`config.mk`:
```
export PLATFORM = sky130hd
export DESIGN_NAME = dec_stage_rv32i
export DESIGN_NICKNAME = d
export VERILOG_FILES = /design/src/rtl/dec_stage_rv32i.sv
export SDC_FILE = /design/constraint.sdc
export NUM_CORES = 1
export LEC_CHECK = 0
export ABC_AREA = 1
export BUFFER_PORTS_ARGS = -buffer_cell sky130_fd_sc_hd__buf_2
export CAP_MARGIN = 20
export CORE_UTILIZATION = 25
export DETAILED_ROUTE_END_ITERATION = 12
export MAX_ROUTING_LAYER = met4
export PLACE_DENSITY = 0.58
export SYNTH_ARGS = -nofsm -noshare
export SYNTH_HDL_FRONTEND = slang
export SYNTH_SLANG_ARGS = --single-unit
```
`constraint.sdc`:
```
create_clock -name clkIn -period 1.4 [get_ports clkIn]
set_clock_uncertainty 0.1 [all_clocks]
set_input_delay 0.42 -clock clkIn [delete_from_list [all_inputs] [get_ports clkIn]]
set_output_delay 0.42 -clock clkIn [all_outputs]
set_load 0.05 [all_outputs]
```
`src/rtl/dec_stage_rv32i.sv`:
```
// dec_stage_rv32i: RV32I decode stage behind a registered valid/ready slot with flush.
// Turns an instruction word into the ALU/LSU/branch control bundle.
// Optional feature macro: DEC_SKID_EN (2-entry skid buffer, registered readyOut).
// Without DEC_SKID_EN a single output register is used and readyOut is combinational.
module dec_stage_rv32i #(
  parameter int unsigned INT32W = 32,
  parameter int unsigned OPW    = 4
) (
  input  logic              clkIn,
  input  logic              rstNIn,
  input  logic [31:0]       instrIn,
  input  logic [INT32W-1:0] pcIn,
  input  logic              validIn,
  output logic              readyOut,
  input  logic              flushIn,
  input  logic              readyIn,
  output logic              validOut,
  output logic [OPW-1:0]    opTypeOut,
  output logic              negOp2Out,
  output logic [1:0]        op1SelOut,
  output logic              useImmOut,
  output logic [INT32W-1:0] immOut,
  output logic [4:0]        rs1Out,
  output logic [4:0]        rs2Out,
  output logic [4:0]        rdOut,
  output logic              rdWeOut,
  output logic              memRdOut,
  output logic              memWrOut,
  output logic              branchOut,
  output logic              jumpOut,
  output logic [2:0]        funct3Out,
  output logic [INT32W-1:0] pcOut,
  output logic              illegalOut
);

  localparam int unsigned REG_W = 5;
  localparam int unsigned SEL_W = 2;

  // ALU operation codes shared with the integer ALU
  localparam logic [OPW-1:0] OP_ADD = OPW'(0);
  localparam logic [OPW-1:0] OP_AND = OPW'(1);
  localparam logic [OPW-1:0] OP_ORR = OPW'(2);
  localparam logic [OPW-1:0] OP_XOR = OPW'(3);
  localparam logic [OPW-1:0] OP_SLL = OPW'(4);
  localparam logic [OPW-1:0] OP_SRL = OPW'(5);
  localparam logic [OPW-1:0] OP_SRA = OPW'(6);
  localparam logic [OPW-1:0] OP_SLT = OPW'(7);
  localparam logic [OPW-1:0] OP_SLU = OPW'(8);

  localparam logic [SEL_W-1:0] SEL_RS1  = SEL_W'(0);
  localparam logic [SEL_W-1:0] SEL_PC   = SEL_W'(1);
  localparam logic [SEL_W-1:0] SEL_ZERO = SEL_W'(2);

  localparam logic [6:0] OPC_LUI    = 7'b0110111;
  localparam logic [6:0] OPC_AUIPC  = 7'b0010111;
  localparam logic [6:0] OPC_JAL    = 7'b1101111;
  localparam logic [6:0] OPC_JALR   = 7'b1100111;
  localparam logic [6:0] OPC_BRANCH = 7'b1100011;
  localparam logic [6:0] OPC_LOAD   = 7'b0000011;
  localparam logic [6:0] OPC_STORE  = 7'b0100011;
  localparam logic [6:0] OPC_OPIMM  = 7'b0010011;
  localparam logic [6:0] OPC_OP     = 7'b0110011;
  localparam logic [6:0] OPC_FENCE  = 7'b0001111;

  localparam logic [6:0] F7_ZERO = 7'b0000000;
  localparam logic [6:0] F7_ALT  = 7'b0100000;

  typedef struct packed {
    logic [OPW-1:0]    op_type;
    logic              neg_op2;
    logic [SEL_W-1:0]  op1_sel;
    logic              use_imm;
    logic [INT32W-1:0] imm;
    logic [REG_W-1:0]  rs1;
    logic [REG_W-1:0]  rs2;
    logic [REG_W-1:0]  rd;
    logic              rd_we;
    logic              mem_rd;
    logic              mem_wr;
    logic              branch;
    logic              jump;
    logic [2:0]        funct3;
    logic [INT32W-1:0] pc;
    logic              illegal;
  } dec_bundle_t;

  logic [6:0]        w_opcode;
  logic [2:0]        w_f3;
  logic [6:0]        w_f7;
  logic [INT32W-1:0] w_imm_i;
  logic [INT32W-1:0] w_imm_s;
  logic [INT32W-1:0] w_imm_b;
  logic [INT32W-1:0] w_imm_u;
  logic [INT32W-1:0] w_imm_j;
  logic [OPW-1:0]    w_alu_op;
  logic              w_ill;
  dec_bundle_t       w_dec;
  logic              w_out_free;
  logic              w_accept;

  dec_bundle_t       r_bundle;
  logic              r_valid;

  assign w_opcode = instrIn[6:0];
  assign w_f3     = instrIn[14:12];
  assign w_f7     = instrIn[31:25];

  // Immediate formats, all sign-extended from instr[31]
  assign w_imm_i = {{20{instrIn[31]}}, instrIn[31:20]};
  assign w_imm_s = {{20{instrIn[31]}}, instrIn[31:25], instrIn[11:7]};
  assign w_imm_b = {{19{instrIn[31]}}, instrIn[31], instrIn[7], instrIn[30:25],
                    instrIn[11:8], 1'b0};
  assign w_imm_u = {instrIn[31:12], 12'b0};
  assign w_imm_j = {{11{instrIn[31]}}, instrIn[31], instrIn[19:12], instrIn[20],
                    instrIn[30:21], 1'b0};

  // funct3 to ALU operation; funct7 only distinguishes SRA from SRL here
  always_comb begin
    w_alu_op = OP_ADD;
    case (w_f3)
      3'b000:  w_alu_op = OP_ADD;
      3'b001:  w_alu_op = OP_SLL;
      3'b010:  w_alu_op = OP_SLT;
      3'b011:  w_alu_op = OP_SLU;
      3'b100:  w_alu_op = OP_XOR;
      3'b101:  w_alu_op = (w_f7 == F7_ALT) ? OP_SRA : OP_SRL;
      3'b110:  w_alu_op = OP_ORR;
      default: w_alu_op = OP_AND;
    endcase
  end

  // Opcode decode into the control bundle; illegal encodings lose all side effects
  always_comb begin
    w_dec        = '0;
    w_ill        = 1'b0;
    w_dec.rs1    = instrIn[19:15];
    w_dec.rs2    = instrIn[24:20];
    w_dec.rd     = instrIn[11:7];
    w_dec.funct3 = w_f3;
    w_dec.pc     = pcIn;
    w_dec.op_type = OP_ADD;
    case (w_opcode)
      OPC_LUI: begin
        w_dec.op1_sel = SEL_ZERO;
        w_dec.use_imm = 1'b1;
        w_dec.imm     = w_imm_u;
        w_dec.rd_we   = 1'b1;
      end
      OPC_AUIPC: begin
        w_dec.op1_sel = SEL_PC;
        w_dec.use_imm = 1'b1;
        w_dec.imm     = w_imm_u;
        w_dec.rd_we   = 1'b1;
      end
      OPC_JAL: begin
        w_dec.op1_sel = SEL_PC;
        w_dec.use_imm = 1'b1;
        w_dec.imm     = w_imm_j;
        w_dec.rd_we   = 1'b1;
        w_dec.jump    = 1'b1;
      end
      OPC_JALR: begin
        w_dec.op1_sel = SEL_RS1;
        w_dec.use_imm = 1'b1;
        w_dec.imm     = w_imm_i;
        w_dec.rd_we   = 1'b1;
        w_dec.jump    = 1'b1;
        w_ill         = (w_f3 != 3'b000);
      end
      OPC_BRANCH: begin
        w_dec.op1_sel = SEL_PC;
        w_dec.use_imm = 1'b1;
        w_dec.imm     = w_imm_b;
        w_dec.branch  = 1'b1;
        w_ill         = (w_f3 == 3'b010) || (w_f3 == 3'b011);
      end
      OPC_LOAD: begin
        w_dec.use_imm = 1'b1;
        w_dec.imm     = w_imm_i;
        w_dec.rd_we   = 1'b1;
        w_dec.mem_rd  = 1'b1;
      end
      OPC_STORE: begin
        w_dec.use_imm = 1'b1;
        w_dec.imm     = w_imm_s;
        w_dec.mem_wr  = 1'b1;
      end
      OPC_OPIMM: begin
        w_dec.use_imm = 1'b1;
        w_dec.imm     = w_imm_i;
        w_dec.op_type = w_alu_op;
        w_dec.rd_we   = 1'b1;
        // Shift-immediates reuse imm[11:5] as a funct7 field
        if (w_f3 == 3'b001) begin
          w_ill = (w_f7 != F7_ZERO);
        end else if (w_f3 == 3'b101) begin
          w_ill = (w_f7 != F7_ZERO) && (w_f7 != F7_ALT);
        end
      end
      OPC_OP: begin
        w_dec.op_type = w_alu_op;
        w_dec.neg_op2 = (w_f3 == 3'b000) && (w_f7 == F7_ALT);
        w_dec.rd_we   = 1'b1;
        w_ill = !((w_f7 == F7_ZERO) ||
                  ((w_f7 == F7_ALT) && ((w_f3 == 3'b000) || (w_f3 == 3'b101))));
      end
      OPC_FENCE: begin
        w_dec.op_type = OP_ADD;
      end
      default: begin
        w_ill = 1'b1;
      end
    endcase
    if (w_dec.rd == REG_W'(0)) begin
      w_dec.rd_we = 1'b0;
    end
    if (w_ill) begin
      w_dec.rd_we  = 1'b0;
      w_dec.mem_rd = 1'b0;
      w_dec.mem_wr = 1'b0;
      w_dec.branch = 1'b0;
      w_dec.jump   = 1'b0;
    end
    w_dec.illegal = w_ill;
  end

  assign w_out_free = !r_valid || readyIn;

`ifdef DEC_SKID_EN
  dec_bundle_t r_skid;
  logic        r_skid_valid;
  logic        r_ready;

  assign readyOut = r_ready;
  assign w_accept = validIn && r_ready;

  // Output slot plus one skid entry; skid drains first to keep ordering
  always_ff @(posedge clkIn or negedge rstNIn) begin
    if (!rstNIn) begin
      r_valid      <= 1'b0;
      r_bundle     <= '0;
      r_skid_valid <= 1'b0;
      r_skid       <= '0;
      r_ready      <= 1'b1;
    end else if (flushIn) begin
      r_valid      <= 1'b0;
      r_skid_valid <= 1'b0;
      r_ready      <= 1'b1;
    end else if (w_out_free) begin
      if (r_skid_valid) begin
        r_valid      <= 1'b1;
        r_bundle     <= r_skid;
        r_skid_valid <= 1'b0;
        r_ready      <= 1'b1;
      end else if (w_accept) begin
        r_valid  <= 1'b1;
        r_bundle <= w_dec;
      end else begin
        r_valid <= 1'b0;
      end
    end else if (w_accept) begin
      r_skid       <= w_dec;
      r_skid_valid <= 1'b1;
      r_ready      <= 1'b0;
    end
  end
`else
  assign readyOut = w_out_free;
  assign w_accept = validIn && w_out_free;

  // Single output register: load on accept, drain on consume, hold on stall
  always_ff @(posedge clkIn or negedge rstNIn) begin
    if (!rstNIn) begin
      r_valid  <= 1'b0;
      r_bundle <= '0;
    end else if (flushIn) begin
      r_valid <= 1'b0;
    end else if (w_accept) begin
      r_valid  <= 1'b1;
      r_bundle <= w_dec;
    end else if (readyIn) begin
      r_valid <= 1'b0;
    end
  end
`endif

  assign validOut   = r_valid;
  assign opTypeOut  = r_bundle.op_type;
  assign negOp2Out  = r_bundle.neg_op2;
  assign op1SelOut  = r_bundle.op1_sel;
  assign useImmOut  = r_bundle.use_imm;
  assign immOut     = r_bundle.imm;
  assign rs1Out     = r_bundle.rs1;
  assign rs2Out     = r_bundle.rs2;
  assign rdOut      = r_bundle.rd;
  assign rdWeOut    = r_bundle.rd_we;
  assign memRdOut   = r_bundle.mem_rd;
  assign memWrOut   = r_bundle.mem_wr;
  assign branchOut  = r_bundle.branch;
  assign jumpOut    = r_bundle.jump;
  assign funct3Out  = r_bundle.funct3;
  assign pcOut      = r_bundle.pc;
  assign illegalOut = r_bundle.illegal;

endmodule

```
# Word level (Yosys, flattened, before mapping)

Index checks and enable logic that the tools add are counted.

Register bits: 97
Input bits: 69
Output and inout bits: 98

Equal/unequal tests: 18
Mux-type cells: 19
Bitwise logic cells: 1
Reduce and logical (&&, ||, !) cells: 24

Operators by type and width:

| operator           | count |
|---|---|
| $pmux 33 s5        | 1 |
| $eq 7x6->1 const B | 4 |
| $pmux 4 s7         | 1 |
| $eq 7x7->1 const B | 3 |
| $eq 7x5->1 const B | 2 |
| $mux 1             | 12 |
| $eq 3x3->1 const B | 3 |
| $eq 7x2->1 const B | 1 |
| $eq 7x4->1 const B | 1 |
| $logic_not 7->1    | 1 |
| $ne 7x6->1 const B | 1 |
| $reduce_bool 7->1  | 1 |
| $reduce_or 7->1    | 1 |
| $eq 3x2->1 const B | 2 |
| $reduce_bool 3->1  | 2 |
| $reduce_or 2->1    | 3 |
| $reduce_or 3->1    | 2 |
| $reduce_or 6->1    | 1 |
| $logic_not 5->1    | 1 |
| $mux 5             | 1 |
| $pmux 1 s5         | 1 |
| $logic_and 1x1->1  | 4 |
| $logic_or 1x1->1   | 4 |
| $mux 4             | 1 |
| other kinds (7)    | 8 |

# Longest topological paths before layout

Gate-level depths: netlist (run 1).

Depth after elaboration: 7
Depth in mapped cells: 11
Depth with buffers taken out: 11

# Worst setup path before layout (run 1)

OpenSTA, ideal clock, no wires.

Path type: reg-to-reg
From: register r_valid, in the netlist validOut
To: register r_bundle (netlist bit pcOut[0])
Data arrival time: 1900 ps
Required time: 1181 ps
Path slack: -719 ps
Cell stages (with the launch flop): 9
Path buffers: 2
Cells stage by stage: dfrtp_1 > nand2_1 > nand2_1 > nor2_4 > inv_2 > buf_2 > buf_2 > nand2_1 > nand2_1

Longest elaborated chain between the ends: 4

Ends and longest elaborated chain:

| item                              | line | source |
|---|---|---|
| start, declared                   | 102  | `logic r_valid;` |
| start signal, assigned            | 274  | `r_valid <= 1'b0;` |
| start signal, assigned            | 277  | `r_valid <= 1'b0;` |
| start signal, assigned            | 279  | `r_valid <= 1'b1;` |
| $logic_not 1->1                   | 227  | `assign w_out_free = !r_valid \|\| readyIn;` |
| $logic_or 1x1->1                  | 227  |  |
| via readyOut                      | 14   | `output logic readyOut,` |
| $logic_and 1x1->1                 | 269  | `assign w_accept = validIn && w_out_free;` |
| $reduce_and 2->1 (no source line) | --   |  |
| end signal, assigned              | 280  | `r_bundle <= w_dec;` |
| end, declared                     | 101  | `dec_bundle_t r_bundle;` |

The timed path passes the listed nets, and every way through them passes these cells.
A chain may end at the register's enable or synchronous reset.

# Final worst setup path (run 1)

From: register r_valid, in the netlist validOut
To: output port readyOut

Longest elaborated chain between the ends: 2

Ends and longest elaborated chain:

| item             | line |
|---|---|
| $logic_not 1->1  | 227 |
| $logic_or 1x1->1 | 227 |
| end, declared    | 14 |

No other way between the ends.

==> results.sh, run 1 <==
export IMPL_syn_avg_cell_area_sq_um=8.07
export IMPL_cts_made_buffers=9
export IMPL_fill_cells=1457
export IMPL_worstSetupStartpointType="flip-flop"
export IMPL_antenna_found_initial=0
export IMPL_die_w_microns=134
export IMPL_status="finished, violations left"
export IMPL_finalHoldViolations=0
export IMPL_max_freq_mhz=621
export IMPL_yosys_top_cells_area="dfrtp_1 (55%), nand2_1 (24%), o21ai_0 (3.0%)"
export IMPL_clkSinkCount=97
export IMPL_rows=48
export IMPL_cp_end_kind="output pin"
export IMPL_syn_num_nets=612
export IMPL_initial_core_util_pct=25.4
export IMPL_period_share_pct=115
export IMPL_pwr_share_comb_pct=35.8
export IMPL_violations="setup timing"
export IMPL_post_route_min_period_ns=1.61
export IMPL_drt_iter0_drc=244
export IMPL_grt_start_max_net_pins=28
export IMPL_hold_path_class="in2reg"
export IMPL_seqPwrFrac_pct=35.7
export IMPL_synth_seq_cells=97
export IMPL_grt_pass1_wl_microns=26900
export IMPL_finalSetupViolations=193
export IMPL_cp_arrival_ns=1.09
export IMPL_p_leak_nw=4.96
export IMPL_synth_area_sq_um=4380
export IMPL_cellInternalPower_mw=5.91
export IMPL_critPathRequiredTime_ns=0.88
export IMPL_power_density_nw_per_um2=1010
export IMPL_clk_latency_ns=0.35
export IMPL_synthCells=543
export IMPL_slew_violations=0
export IMPL_cts_reportedPaths_clkPinSlew_ns=0.07
export IMPL_dieArea_sq_um=18100
export IMPL_dp_slack_ns=-0.397
export IMPL_via_count=5058
export IMPL_dr_pass1_iters=4
export IMPL_ctsLongestPathBuffers=2
export IMPL_area_growth_pct=108
export IMPL_p_sw_mw=3.25
export IMPL_htreeDepth=3
export IMPL_totalWireLength_microns=18600
export IMPL_drive_above_1_share_pct=64.3
export IMPL_ioPinCount=167
export IMPL_hpwl_microns=10700
export IMPL_grt_pass1_vias=4916
export IMPL_yosys_area_top_type="dfrtp_1"
export IMPL_rsz0062_at_grt="yes"
export IMPL_antenna_left=0
export IMPL_wl_per_cell_microns=16.7
export IMPL_crit_type="reg2out"
export IMPL_yosys_warnings=0
export IMPL_viasPerCell=4.55
export IMPL_worst_slew_pin_transition_ns=0.348
export IMPL_whs_ns=0.164
export IMPL_cp_max_fo=2
export IMPL_dpl_cell_area_sq_um=6000
export IMPL_core_region_area_sq_um=17200
export IMPL_root_buffer="clkbuf_16"
export IMPL_drv_cap=0
export IMPL_drc_errors=0
export IMPL_ys_seq_area_share_pct=55.4
export IMPL_place_congestion=0.860
export IMPL_die_h_microns=134
export IMPL_setup_tns_ns=-13.28
export IMPL_sw_frac_of_total_pct=35.4
export IMPL_ir_worst_vdd_v=0.000592
export IMPL_portBuffers=166
export IMPL_fin_nets=950
export IMPL_fin_area_sq_um=9110
export IMPL_synth_top_area_share_pct=55.4
export IMPL_grt_total_usage_pct=20.4
export IMPL_synth_cell_types=28
export IMPL_cts_tree="done"
export IMPL_slew_headroom_pct=76.8
export IMPL_power_frac_clock_pct=28.5
export IMPL_grt_overflow=0
export IMPL_setup_slack_ns=-0.211
==> cell type report <==
cell class                      instances  area [sq um]  share of cell area [%]
Tap cell                              225           282                    3.09
Timing Repair Buffer                  344          3410                    37.4
Antenna cell                            1          2.50                  0.0275
Timing Repair inverter                  3          43.8                   0.481
Sequential cell                        97          2430                    26.7
Multi-Input combinational cell        397          2500                    27.4
Clock buffer                           10           239                    2.62
Clock inverter                          6          67.6                   0.742
Inverter                               29           138                    1.51
==> per-stage QoR <==
step	std cells	power [mW]	util (%)
floorplan	543	4.57	-
global placement	982	5.26	34.8
detailed placement	982	5.27	34.8
CTS	1078	8.92	49.5
global route	1111	9.50	52.8
finish	1112	9.16	52.8
==> worst paths after layout <==
check	cells past startpoint	startpoint	to	slack (ns)
worst max register to register	9	validOut	op1SelOut[0]	-0.18
worst min-delay path	2	flushIn	validOut	0.16
max in group asynchronous	3	rstNIn	validOut	0.30
min in group asynchronous	2	rstNIn	pcOut[0]	0.42
worst min register to register	2	pcOut[2]	pcOut[2]	0.41
worst max-delay path	3	validOut	readyOut	-0.21
==> sequential cells by signal, indices dropped and copies added (netlist names), 2 cells and up <==
name and count:
rdOut 5, rs2Out 5, immOut 32, pcOut 32, funct3Out 3, op1SelOut 2
rs1Out 5, opTypeOut 4
==> synth_stat cells <==
library cell  count
buf_2             6
buf_4             6
a31oi_1           1
nand2_1         277
o31ai_1           1
a21boi_2          1
buf_1             1
dfrtp_1          97
clkbuf_1          7
nand3_1           7
nor2_1           25
nand4_1          18
a22oi_1           1
nand3_2           3
nor3_1            3
inv_1            23
nand2_4           3
o2111ai_2         1
nand4_4           1
inv_2             6
nand2_2           6
nor2_4            3
a21o_1            1
o21ai_1           1
buf_6             1
nor2_2            3
o21ai_0          26
a21oi_1          14
==> logic make-up (layout without fill, tap and decap cells) <==
kind of cell / after synthesis / count (layout) / share of synthesized area [%]
AND/OR/NAND/NOR: 349 / 350 / 33.6
buffers and inverters: 50 / 392 / 5.14
other: 0 / 1 / 0
AO/OA/AOI/OAI: 47 / 47 / 5.94
flip-flops: 97 / 97 / 55.4
==> power groups by stage <==
stage	sequential, mW	combinational, mW	clock (mW)
3_5_place_dp	3.24	2.03	0
5_1_grt	3.29	3.44	2.77
4_1_cts	3.26	3.01	2.65
2_1_floorplan	4.18	0.398	0
3_3_place_gp	3.24	2.02	0
6_report	3.27	3.28	2.61
==> placed cells by master, fill, tap and decap left out, drive strengths merged <==
cell / instances
buf: 342
nand2: 287
dfrtp: 97
nor2: 31
inv: 29
o21ai: 27
nand4: 19
a21oi: 14
clkbuf: 11
nand3: 10
clkinv: 6
nor3: 3
clkinvlp: 2
diode: 1
a21o: 1
a31oi: 1
a21boi: 1
o31ai: 1
o2111ai: 1
a22oi: 1
bufinv: 1
dlygate4sd3: 1
==> per-layer routing <==
layer | track usage, % | up-vias | part of all wire (%)
li1 | - | 2398 | -
met1 | 24.7 | 2453 | 41
met2 | 34.0 | 177 | 52
met3 | 3.44 | 30 | 5.1
met4 | 7.43 | 0 | 2.3
met5 | - | - | 0
==> worst max-delay path, stage by stage (launching register included) <==
cell,delay (ns)
dfrtp_2,0.44
nand2_8,0.07
buf_6,0.10
buf_8,0.13
==> repair_timing <==
action                     4_1_cts  5_1_grt
cloned                          22        2
hold buffers                     1        0
hold endpoints to repair        20        0
buffers inserted                58       41
pin swaps                       72       56
setup endpoints to repair      193      194
gates resized for setup        388      128
(Power assumes the default switching activity.)
==> inputs of run 2 (changes only) <==
--- a/config.mk
+++ b/config.mk
@@ -8,10 +8,11 @@
 export ABC_AREA = 1
 export BUFFER_PORTS_ARGS = -buffer_cell sky130_fd_sc_hd__buf_2
 export CAP_MARGIN = 20
-export CORE_UTILIZATION = 25
+export CORE_UTILIZATION = 44
 export DETAILED_ROUTE_END_ITERATION = 12
 export MAX_ROUTING_LAYER = met4
-export PLACE_DENSITY = 0.58
+export PLACE_DENSITY = 0.86
+export SETUP_SLACK_MARGIN = 0.05
 export SYNTH_ARGS = -nofsm -noshare
 export SYNTH_HDL_FRONTEND = slang
 export SYNTH_SLANG_ARGS = --single-unit
==> run 2 against run 1 <==
Global-route usage is 19 points higher. Critical endpoint is now immOut[30]. Total power increased by 0.36%. Fmax is 18% lower. First-iteration DRC count rose to 4.7 times the previous value. Sequential power is 3% higher. Register-to-register slack lost 0.38 ns. Wire length up 64%. The flow still finishes with violations (setup timing). Critical path depth grew 5. Non-clock buffer count down 2.
==> results.sh, run 2 (synthesized netlist as in run 1, its figures left out) <==
export IMPL_initial_core_util_pct=45.1
export IMPL_grt_overflow=0
export IMPL_totalWireLength_microns=30500
export IMPL_dr_pass1_iters=11
export IMPL_post_route_min_period_ns=1.96
export IMPL_max_freq_mhz=511
export IMPL_grt_pass1_vias=5591
export IMPL_finalSetupViolations=194
export IMPL_die_w_microns=102
export IMPL_cp_arrival_ns=2.14
export IMPL_clkSinkCount=97
export IMPL_final_cell_mix="nand2_1 (129), buf_4 (128), buf_6 (108), dfrtp_1 (92), nand2_2 (85)"
export IMPL_hpwl_microns=9300
export IMPL_place_congestion=0.951
export IMPL_slew_headroom_pct=59.9
export IMPL_portBuffers=166
export IMPL_violations="setup timing"
export IMPL_antenna_left=0
export IMPL_critPathRequiredTime_ns=1.58
export IMPL_antenna_found_initial=2
export IMPL_cts_tree="done"
export IMPL_dp_slack_ns=-0.369
export IMPL_core_region_area_sq_um=9730
export IMPL_p_leak_nw=4.84
export IMPL_fin_nets=944
export IMPL_htreeDepth=3
export IMPL_status="finished, violations left"
export IMPL_grt_start_max_net_pins=28
export IMPL_rsz0062_at_grt="yes"
export IMPL_worstSetupStartpointType="flip-flop"
export IMPL_worst_slew_pin_transition_ns=0.596
export IMPL_clk_latency_ns=0.39
export IMPL_slew_violations=0
export IMPL_layout_commonest_cell="nand2_1"
export IMPL_grt_total_usage_pct=39.6
export IMPL_grt_pass1_wl_microns=29700
export IMPL_wl_per_cell_microns=30.1
export IMPL_via_count=6779
export IMPL_drt_iter0_drc=1151
export IMPL_cts_reportedPaths_clkPinSlew_ns=0.13
export IMPL_hold_path_class="in2reg"
export IMPL_power_density_nw_per_um2=1030
export IMPL_ioPinCount=167
export IMPL_fin_area_sq_um=8920
export IMPL_drv_cap=0
export IMPL_finalHoldViolations=0
export IMPL_rows=36
export IMPL_viasPerCell=6.68
export IMPL_cts_made_buffers=9
export IMPL_drc_errors=0
export IMPL_dpl_cell_area_sq_um=5830
export IMPL_cp_end_kind="flip-flop"
export IMPL_ctsLongestPathBuffers=2
export IMPL_setup_slack_ns=-0.559
export IMPL_ir_worst_vdd_v=0.000575
export IMPL_crit_type="reg2reg"
export IMPL_drive_above_1_share_pct=65.1
export IMPL_dieArea_sq_um=10400
export IMPL_period_share_pct=140
export IMPL_cp_max_fo=4
export IMPL_r2r_setup_slack_ns=-0.56
export IMPL_die_h_microns=102
export IMPL_root_buffer="clkbuf_8"
export IMPL_area_growth_pct=103
-- run 2: cell types whose count changed in the layout (fill, tap and decap cells not counted), sizes merged --
cell,previous run,this run
bufbuf,0,1
inv,29,31
buf,342,339
diode,1,2
nand2,287,286
clkinv,6,1
-- run 2: cell type report --
cell class                      instances  area [sq um]
Clock buffer                           10           138
Inverter                               29           114
Timing Repair Buffer                  342          3330
Tap cell                              133           166
Sequential cell                        97          2430
Antenna cell                            2          5.00
Clock inverter                          6          73.8
Multi-Input combinational cell        396          2660
Fill cell                             269           812
-- run 2: report_power, final --
part	internal, mW	total (mW)	switching (mW)
clock	0.903	2.12	1.22
combinational	1.47	3.71	2.24
sequential	3.06	3.36	0.296
total	5.44	9.19	3.76
-- run 2: worst paths after layout --
path                       cells past startpoint           end    startpoint
setup / recovery                               8    immOut[30]      validOut
hold / removal                                 3      pcOut[4]       pcIn[4]
setup reg to reg                               8    immOut[30]      validOut
hold reg to reg                                1  opTypeOut[2]  opTypeOut[2]
max in group asynchronous                      3     pcOut[17]        rstNIn
min in group asynchronous                      2     pcOut[12]        rstNIn
-- run 2: stage by stage --
stage | std cells | utilization [%] | power, mW | hold slack, ns | TNS [ns]
floorplan | 543 | - | 4.57 | 0.0244 | -14.89
global placement | 878 | 60.0 | 5.23 | 0.206 | -19.18
detailed placement | 878 | 60.0 | 5.26 | 0.207 | -22.23
CTS | 959 | 81.6 | 8.09 | 0.140 | -21.95
global route | 1015 | 91.7 | 9.34 | 0.146 | -49.12
finish | 1015 | 91.7 | 9.19 | 0.138 | -47.23
-- run 2: what timing repair did --
action                                  CTS  global route
endpoints found under the setup margin  189           194
hold endpoints to repair                 12             0
gates resized for setup                 345           187
hold buffers                              1             0
pin swaps                                45            41
gates cloned                             15             1
setup buffers                            49            61
-- run 2: per-layer routing --
metal  routed length (microns)  track usage [%]
met1                      9640             44.2
met2                     12100             65.5
met3                      5320             9.17
met4                      3430             22.1
met5                         0                -
-- run 2: worst max-delay path, stage by stage (launching register included) --
cell	delay, ns
dfrtp_2	0.46
nand2_8	0.08
nand2_4	0.06
nor2_4	0.22
clkinv_4	0.21
buf_16	0.21
buf_8	0.14
a21oi_4	0.27
nand2_2	0.08
